### src/rtl/sal_cmd_sched.sv
// Per-channel DRAM command scheduler. Grants one bank request per cycle, in priority
// order REF > RD/WR > ACT > PRE, enforces inter-bank timing and registers the granted command.
module sal_cmd_sched #(
  parameter int NUM_BANKS = 4,
  parameter int RA_WIDTH  = 16,
  parameter int CA_WIDTH  = 10,
  parameter int ID_WIDTH  = 8,
  parameter int LEN_WIDTH = 4,
  parameter int T_RRD     = 4,
  parameter int T_CCD     = 4,
  parameter int T_WTR     = 8,
  parameter int T_RTW     = 6
) (
  input  logic                              clk,
  input  logic                              rst,
  input  logic [NUM_BANKS-1:0]              act_req_i,
  input  logic [NUM_BANKS-1:0]              rd_req_i,
  input  logic [NUM_BANKS-1:0]              wr_req_i,
  input  logic [NUM_BANKS-1:0]              pre_req_i,
  input  logic [NUM_BANKS-1:0]              ref_req_i,
  input  logic [NUM_BANKS*RA_WIDTH-1:0]     ra_i,
  input  logic [NUM_BANKS*CA_WIDTH-1:0]     ca_i,
  input  logic [NUM_BANKS*ID_WIDTH-1:0]     id_i,
  input  logic [NUM_BANKS*LEN_WIDTH-1:0]    len_i,
  output logic [NUM_BANKS-1:0]              act_gnt_o,
  output logic [NUM_BANKS-1:0]              rd_gnt_o,
  output logic [NUM_BANKS-1:0]              wr_gnt_o,
  output logic [NUM_BANKS-1:0]              pre_gnt_o,
  output logic [NUM_BANKS-1:0]              ref_gnt_o,
  output logic                              cmd_valid_o,
  output logic [2:0]                        cmd_o,
  output logic [$clog2(NUM_BANKS)-1:0]      cmd_ba_o,
  output logic [RA_WIDTH-1:0]               cmd_ra_o,
  output logic [CA_WIDTH-1:0]               cmd_ca_o,
  output logic [ID_WIDTH-1:0]               cmd_id_o,
  output logic [LEN_WIDTH-1:0]              cmd_len_o
);
  localparam int BW    = $clog2(NUM_BANKS);
  localparam int T_M1  = (T_RRD > T_CCD) ? T_RRD : T_CCD;
  localparam int T_M2  = (T_WTR > T_RTW) ? T_WTR : T_RTW;
  localparam int T_MAX = (T_M1 > T_M2) ? T_M1 : T_M2;
  localparam int CW    = $clog2(T_MAX) + 1;

  localparam logic [2:0] CMD_NOP = 3'd0;
  localparam logic [2:0] CMD_ACT = 3'd1;
  localparam logic [2:0] CMD_RD  = 3'd2;
  localparam logic [2:0] CMD_WR  = 3'd3;
  localparam logic [2:0] CMD_PRE = 3'd4;
  localparam logic [2:0] CMD_REF = 3'd5;

  logic [CW-1:0]        r_rrd_cnt, r_ccd_cnt, r_wtr_cnt, r_rtw_cnt;
  logic [BW-1:0]        r_ptr_ref, r_ptr_col, r_ptr_act, r_ptr_pre;
  logic [NUM_BANKS-1:0] w_ref_m, w_rd_m, w_wr_m, w_act_m, w_pre_m;
  logic [NUM_BANKS-1:0] w_rd_e, w_wr_e, w_col_e, w_act_e;
  logic [NUM_BANKS-1:0] w_ref_pick, w_col_pick, w_act_pick, w_pre_pick;
  logic [NUM_BANKS-1:0] w_gnt_vec;
  logic                 w_gnt_any, w_rd_ok, w_wr_ok, w_act_ok;
  logic [2:0]           w_gnt_cmd;
  logic [BW-1:0]        w_gnt_ba;

  // First requesting bank at or after ptr, wrapping modulo NUM_BANKS.
  function automatic logic [NUM_BANKS-1:0] rr_pick(input logic [NUM_BANKS-1:0] req,
                                                    input logic [BW-1:0] ptr);
    logic [NUM_BANKS-1:0] gnt;
    logic                 found;
    logic [BW-1:0]        idx;
    gnt   = '0;
    found = 1'b0;
    for (int i = 0; i < NUM_BANKS; i++) begin
      idx = ptr + BW'(i);
      if (!found && req[idx]) begin
        gnt[idx] = 1'b1;
        found    = 1'b1;
      end
    end
    return gnt;
  endfunction

  function automatic logic [BW-1:0] onehot_idx(input logic [NUM_BANKS-1:0] vec);
    logic [BW-1:0] idx;
    idx = '0;
    for (int i = 0; i < NUM_BANKS; i++)
      if (vec[i]) idx = idx | BW'(i);
    return idx;
  endfunction

  function automatic logic [CW-1:0] dec_sat(input logic [CW-1:0] cnt);
    return (cnt == '0) ? '0 : cnt - CW'(1);
  endfunction

  // A bank raising several requests keeps only its highest-priority one.
  assign w_ref_m = ref_req_i;
  assign w_rd_m  = rd_req_i  & ~ref_req_i;
  assign w_wr_m  = wr_req_i  & ~ref_req_i & ~rd_req_i;
  assign w_act_m = act_req_i & ~ref_req_i & ~rd_req_i & ~wr_req_i;
  assign w_pre_m = pre_req_i & ~ref_req_i & ~rd_req_i & ~wr_req_i & ~act_req_i;

  assign w_rd_ok  = (r_ccd_cnt == '0) && (r_wtr_cnt == '0);
  assign w_wr_ok  = (r_ccd_cnt == '0) && (r_rtw_cnt == '0);
  assign w_act_ok = (r_rrd_cnt == '0);

  assign w_rd_e  = w_rd_m  & {NUM_BANKS{w_rd_ok}};
  assign w_wr_e  = w_wr_m  & {NUM_BANKS{w_wr_ok}};
  assign w_col_e = w_rd_e | w_wr_e;
  assign w_act_e = w_act_m & {NUM_BANKS{w_act_ok}};

  assign w_ref_pick = rr_pick(w_ref_m, r_ptr_ref);
  assign w_col_pick = rr_pick(w_col_e, r_ptr_col);
  assign w_act_pick = rr_pick(w_act_e, r_ptr_act);
  assign w_pre_pick = rr_pick(w_pre_m, r_ptr_pre);

  always_comb begin
    // NOTE: every signal driven here gets a default first, so no path can infer a latch.
    act_gnt_o = '0;
    rd_gnt_o  = '0;
    wr_gnt_o  = '0;
    pre_gnt_o = '0;
    ref_gnt_o = '0;
    w_gnt_cmd = CMD_NOP;
    if (!rst) begin
      if (|w_ref_m) begin
        ref_gnt_o = w_ref_pick;
        w_gnt_cmd = CMD_REF;
      end else if (|w_col_e) begin
        rd_gnt_o  = w_col_pick & w_rd_e;
        wr_gnt_o  = w_col_pick & w_wr_e;
        w_gnt_cmd = (|(w_col_pick & w_rd_e)) ? CMD_RD : CMD_WR;
      end else if (|w_act_e) begin
        act_gnt_o = w_act_pick;
        w_gnt_cmd = CMD_ACT;
      end else if (|w_pre_m) begin
        pre_gnt_o = w_pre_pick;
        w_gnt_cmd = CMD_PRE;
      end
    end
  end

  assign w_gnt_vec = act_gnt_o | rd_gnt_o | wr_gnt_o | pre_gnt_o | ref_gnt_o;
  assign w_gnt_any = |w_gnt_vec;
  assign w_gnt_ba  = onehot_idx(w_gnt_vec);

  // Counters load T-1 on the constraining grant, so the next one lands exactly T cycles later.
  always_ff @(posedge clk or posedge rst) begin
    if (rst) begin
      r_rrd_cnt <= '0;
      r_ccd_cnt <= '0;
      r_wtr_cnt <= '0;
      r_rtw_cnt <= '0;
      r_ptr_ref <= '0;
      r_ptr_col <= '0;
      r_ptr_act <= '0;
      r_ptr_pre <= '0;
    end else begin
      // NOTE: sequential state uses non-blocking assignments so every register samples pre-edge values.
      r_rrd_cnt <= (|act_gnt_o) ? CW'(T_RRD - 1) : dec_sat(r_rrd_cnt);
      r_ccd_cnt <= (|(rd_gnt_o | wr_gnt_o)) ? CW'(T_CCD - 1) : dec_sat(r_ccd_cnt);
      r_wtr_cnt <= (|wr_gnt_o) ? CW'(T_WTR - 1) : dec_sat(r_wtr_cnt);
      r_rtw_cnt <= (|rd_gnt_o) ? CW'(T_RTW - 1) : dec_sat(r_rtw_cnt);
      if (|ref_gnt_o)              r_ptr_ref <= w_gnt_ba + BW'(1);
      if (|(rd_gnt_o | wr_gnt_o))  r_ptr_col <= w_gnt_ba + BW'(1);
      if (|act_gnt_o)              r_ptr_act <= w_gnt_ba + BW'(1);
      if (|pre_gnt_o)              r_ptr_pre <= w_gnt_ba + BW'(1);
    end
  end

  always_ff @(posedge clk or posedge rst) begin
    if (rst) begin
      cmd_valid_o <= 1'b0;
      cmd_o       <= CMD_NOP;
      cmd_ba_o    <= '0;
      cmd_ra_o    <= '0;
      cmd_ca_o    <= '0;
      cmd_id_o    <= '0;
      cmd_len_o   <= '0;
    end else if (w_gnt_any) begin
      cmd_valid_o <= 1'b1;
      cmd_o       <= w_gnt_cmd;
      cmd_ba_o    <= w_gnt_ba;
      cmd_ra_o    <= ra_i[w_gnt_ba*RA_WIDTH +: RA_WIDTH];
      cmd_ca_o    <= ca_i[w_gnt_ba*CA_WIDTH +: CA_WIDTH];
      cmd_id_o    <= id_i[w_gnt_ba*ID_WIDTH +: ID_WIDTH];
      cmd_len_o   <= len_i[w_gnt_ba*LEN_WIDTH +: LEN_WIDTH];
    end else begin
      cmd_valid_o <= 1'b0;
      cmd_o       <= CMD_NOP;
    end
  end

endmodule

### config.mk
export PLATFORM = sky130hd
export DESIGN_NAME = sal_cmd_sched
export DESIGN_NICKNAME = d
export VERILOG_FILES = /design/src/rtl/sal_cmd_sched.sv
export SDC_FILE = /design/constraint.sdc
export NUM_CORES = 1
export LEC_CHECK = 0
export ABC_AREA = 1
export CAP_MARGIN = 20
export CORE_ASPECT_RATIO = 0.8
export CORE_MARGIN = 2
export CORE_UTILIZATION = 38
export DETAILED_ROUTE_END_ITERATION = 8
export GPL_TIMING_DRIVEN = 1
export PLACE_DENSITY = 0.67
export SLEW_MARGIN = 20
export SYNTH_ARGS = -nofsm -noshare
export SYNTH_HDL_FRONTEND = slang
export SYNTH_SLANG_ARGS = --single-unit
### constraint.sdc
create_clock -name clk -period 7.88 [get_ports clk]
set_input_delay 2.364 -clock clk [delete_from_list [all_inputs] [get_ports clk]]
set_output_delay 2.364 -clock clk [all_outputs]
set_load 0.05 [all_outputs]
; Word level (Yosys, flattened, before mapping)
; Cells that the tools add are included.
[word_totals]
ff_bits = 68
input_bits = 174
word_cells = 292
[classes]
n_addsub = 17
mul = 1
order_cmp = 32
shifts = 4
mux = 128
bitwise_logic = 37
reduce_logical = 58
[op_table]
columns = cell, count
row1 = two-way mux 4 bit, 41
row2 = OR 4 bit, 18
row3 = variable part select 64 x 7 -> 16 bit, 1
row4 = AND 4 bit, 15
row5 = less-than comparator 2 x 3 -> 1 bit (second input constant), 16
row6 = OR reduction 4 bit, 12
row7 = two-way mux 1 bit, 47
row8 = variable part select 40 x 7 -> 10 bit, 1
row9 = binary-select mux 1 bit (select 2 bit), 16
row10 = demux 1 bit (select 2 bit), 16
row11 = >= comparator 2 x 1 -> 1 bit (second input constant), 16
row12 = variable part select 32 x 6 -> 8 bit, 1
row13 = logical AND 1 bit, 30
row14 = two-way mux 3 bit, 6
row15 = adder 2 bit (second input constant), 8
row16 = zero test 4 bit, 4
row17 = inverter 4 bit, 4
row18 = variable part select 16 x 5 -> 4 bit, 1
row19 = subtractor 4 x 1 -> 4 bit (second input constant), 4
row20 = zero test 1 bit, 12
row21 = adder 2 x 1 -> 2 bit (second input constant), 5
row22 = multiplier 2 x 3 -> 5 bit (second input constant), 1
row23 = two-way mux 2 bit, 2

; Logic depth before layout (Yosys ltp)
[depth]
word_depth = 30
mapped_depth = 25
depth_no_buf = 23

; Worst setup path after synthesis
; OpenSTA, ideal clock, no wires.
[synth_path]
path_kind = input to output
from = in rst
to = out wr_gnt_o[3]
arrival_ps = 5149
slack_ps = 367
path_stages = 7
path_buffers = 0
cell_sequence = inv_1 -> nand2_1 -> a21oi_2 -> inv_2 -> nor2_1 -> nand2_2 -> inv_1
[synth_via]
elab_chain_len = 1
[synth_rtl]
columns = item, line
row1 = "start, declared", 15  ; input logic rst,
row2 = two-way mux 4 bit, 120  ; if (!rst) begin
row3 = "end, declared", 27  ; output logic [NUM_BANKS-1:0] wr_gnt_o,
; Every way passes these cells.

; Worst setup path after layout
[layout_path]
from = in ref_req_i[3]
to = out rd_gnt_o[0]
[layout_via]
elab_chain_len = 21
elab_cells_between_ends = 37
cone_classes = mux: 18 / bitwise: 11 / reduce/logical: 8
[layout_rtl]
columns = item, line
row1 = "start, declared", 20  ; input logic [NUM_BANKS-1:0] ref_req_i,
row2 = inverter 4 bit, "93, 94"
row3 = AND 4 bit (2 in series), 94  ; assign w_wr_m = wr_req_i & ~ref_req_i & ~rd_req_i;
row4 = AND 4 bit, 103  ; assign w_wr_e = w_wr_m & {NUM_BANKS{w_wr_ok}};
row5 = OR 4 bit, 104  ; assign w_col_e = w_rd_e | w_wr_e;
row6 = binary-select mux 1 bit (select 2 bit), 71  ; if (!found && req[idx]) begin
row7 = two-way mux 1 bit (not written as such), 71
row8 = two-way mux 1 bit, 71
row9 = zero test 1 bit, 71
row10 = [4 not listed], n/a
row11 = two-way mux 1 bit, 71
row12 = zero test 1 bit, 71
row13 = logical AND 1 bit, 71
row14 = two-way mux 4 bit, 71
row15 = AND 4 bit, 125  ; rd_gnt_o = w_col_pick & w_rd_e;
row16 = two-way mux 4 bit, 124  ; end else if (|w_col_e) begin
row17 = two-way mux 4 bit *, 121  ; if (|w_ref_m) begin
row18 = two-way mux 4 bit *, 120
row19 = "end, declared", 26  ; output logic [NUM_BANKS-1:0] rd_gnt_o,
; Every way passes the cells marked *; elsewhere a longest branch is shown, timed or not. The select of a mux whose other input is x is not followed.

==> impl_metrics.py <==
metrics = {
    "logic_synthesis": {
        "ys_seq_elements": 68,
        "synth_common_cells": "nand2_1, inv_1, nand3_1, dfrtp_1, nor2_1",
        "synth_edf_count": 0,
        "syn_area_per_cell_um2": 5.944,
        "netlist.area_leader.share_pct": 25.02,
        "yosys_warnings": 0,
        "ys.flop_type": "dfrtp_1",
        "yosysMostFrequentCell": "nand2_1",
        "synth_area_leaders": "dfrtp_1, nand2_1, nand3_1",
        "syn_inst": 1144,
        "synth-seq-area-share_pct": 25.02,
        "netlist-cell-type-count": 37,
        "synthesis.nets": 1347,
        "ys_async_sr_fraction_pct": 100.0,
        "syn-cell-area_mm2": 0.006800,
        "yosysTopAreaCell": "dfrtp_1",
    },
    "floorplanning": {
        "dieArea_mm2": 0.01899,
        "num_rows": 43,
        "die_x_um": 153.6,
        "ios": 238,
        "start_util_pct": 39.01,
        "core_mm2": 0.01743,
        "die_h_um": 123.7,
    },
    "worst_setup_path": {
        "crit_fanout": 7,
        "crit_type": "in -> out",
        "reg2regPathDepth": 17,
        "worstSetupEndpointType": "output port",
        "max_stage_delay_ps": 800,
        "crit_path_start_kind": "primary input",
        "crit_chain": "clkdlybuf4s50_1 > inv_2 > nand2_1 > nor2_1 > nand3_1 > nand2_1 > nand2_1 > nand2_1 > nand2_1 > nand2_2 > nor2_4 > and2_1 > nand2_1 > nand4_1 > nand3_1 > inv_1 > clkdlybuf4s50_1",
        "critPathSlowestCell": "clkdlybuf4s50_1",
        "cp.required_ps": 5520,
        "crit_top_cell": "nand2_1",
        "critical_path_arrival_ps": 5220,
    },
    "cts": {
        "cts_resized": 0,
        "cts_max_path_buffers": 2,
        "cts.sinks": 68,
        "clock_latency_ps": 330,
        "cts_tree": "done",
        "cts-htree-levels": 3,
        "cts_setup_buffers": 0,
        "ctsRootBufferMaster": "clkbuf_16",
        "ctsHoldBuffers": 0,
        "cts_made_buffers": 9,
        "cts.clk_slew.worst_paths_ps": 60,
    },
    "timing": {
        "period_minus_slack_ps": 7580,
        "finalHoldViolCount": 0,
        "fmax_ghz": 0.1319,
        "worst_pin_slew_ps": 941.9,
        "fin_setup_tns_ps": 0,
        "setup_viol": 0,
        "slew_violations": 0,
        "rsz0062_at_grt": "no",
        "relSlewSlack_pct": 37.21,
        "finClkSkew_ps": 6.800,
        "finalCritPeriodShare_pct": 96.19,
    },
    "grt": {
        "antenna_found_initial": 0,
        "grt_pass1_wl_mm": 34.71,
        "grt_max_degree": 78,
        "grt-ovfl-total": 0,
        "grt_use_total_pct": 22.67,
        "grt_pass1_vias": 6943,
    },
    "worst_hold_path": {
        "hp-class": "reg -> reg",
        "hold_path_depth": 2,
    },
    "run": {
        "cap_viol_max_count": 0,
    },
    "pwr": {
        "power_uw": 3600,
        "p_leak_uw": 0.005354,
        "powerDensity_mw_per_mm2": 377.1,
        "ir_drop_v": 0.0004827,
    },
    "cells_and_area": {
        "multi_input_area_mm2": 0.003960,
        "regArea_mm2": 0.001702,
        "drive_gt1_share_pct": 6.891,
        "instances_no_fill": 1589,
        "antennaDiodeCount": 0,
        "fin_nets": 1562,
        "nFillCells": 1741,
        "area_growth_pct": 40.37,
    },
    "place": {
        "port_buffers": 237,
        "place_inst": 1573,
        "dpl.hpwl_mm": 16.47,
        "gp_congestion": 0.9490,
    },
    "detailed_routing": {
        "drcViolationCount": 0,
        "firstDrtPassIters": 5,
        "drt_iter0_markers": 571,
        "dr_total_vias": 7629,
        "wl_mm": 22.20,
        "via_per_inst": 4.801,
        "post_drt_wl_per_cell_um": 13.97,
        "antenna_left": 0,
    },
    "run_status": {
        "outcome": "complete, no violations",
    },
}
[power by group]
| part | switching, uW | leakage (uW) | internal [uW] |
|---|---|---|---|
| sequential | 97.7 | 0.000843 | 510 |
| combinational | 1760 | 0.00436 | 817 |
| clock | 150 | 0.000149 | 261 |
[logic make-up (layout without fill, tap and decap cells)]
logic type	count (synthesis)	count (layout)	share of synthesized area, %
compound gates	45	45	3.790
xor+xnor	3	3	0.3865
flops	68	68	25.02
simple gates	725	725	48.65
fa+ha+maj	29	29	5.336
buf+inv	274	494	16.82
[registers in the layout (all words and copies together), names as in the netlist, 3 cells and up]
| signal | cells |
|---|---|
| cmd_len_o | 4 |
| cmd_id_o | 8 |
| cmd_ca_o | 10 |
| r_ccd_cnt | 4 |
| r_rtw_cnt | 4 |
| cmd_o | 3 |
| r_wtr_cnt | 4 |
| cmd_ra_o | 16 |
| r_rrd_cnt | 4 |
[worst max-delay path: cells and delay by family]
kind,cells,cell delay [ps]
simple gates,13,1340
buf+inv,4,1490
[worst paths after layout]
kind | start | endpoint | slack [ps]
worst max-delay path | ref_req_i[3] | rd_gnt_o[0] | 300
worst min-delay path | cmd_ra_o[8] | cmd_ra_o[8] | 480
worst max register to register | r_ptr_col[0] | r_ptr_act[1] | 3700
worst min register to register | cmd_ra_o[8] | cmd_ra_o[8] | 480
max in group asynchronous | rst | cmd_ra_o[0] | 4510
min in group asynchronous | rst | r_ptr_pre[1] | 2260
[metrics by stage]
step	area, um^2	util (%)	setup WS (ps)	hold slack, ps
after floorplan	6800	-	367.4	438.5
final	9545	54.76	300.3	476.7
after global routing	9545	54.76	75.98	499.9
after detailed placement	9236	52.99	334.3	465.2
after global placement	9236	52.99	362.2	459.6
after CTS	9540	54.73	327.2	480.7
[cell usage in the layout (no fill, tap or decap), types with 6 or more instances in the layout]
cell type	Yosys	routed
o21ai_0	18	18
ha_1	29	29
dfrtp_1	68	68
inv_1	219	218
nor2_4	7	7
buf_4	7	9
nand4_1	11	11
o21ai_1	9	9
nand3_2	16	16
a21oi_1	7	7
nor2_2	6	6
clkbuf_16	0	9
nand3_1	212	212
nor2_1	47	47
nand2_2	15	14
inv_2	14	15
clkdlybuf4s50_1	0	235
nand2_1	394	394
[metal layers]
metal  part of all wire (%)  up-vias  track usage (%)
li1                       -     3933                -
met1                     46     3401            31.39
met2                     44      272            35.69
met3                    8.0       23            5.776
met4                    1.5        0            5.562
met5                      0        -                0
[cell type report]
class | count | area share [%]
clock inverters | 4 | 0.4981
multi-input cells | 802 | 41.49
inverters | 234 | 9.202
well taps | 225 | 2.949
clock buffers | 12 | 2.687
flip-flops and latches | 68 | 17.83
repair buffers | 244 | 25.35
Note: power is estimated with default switching activity, not from simulation.
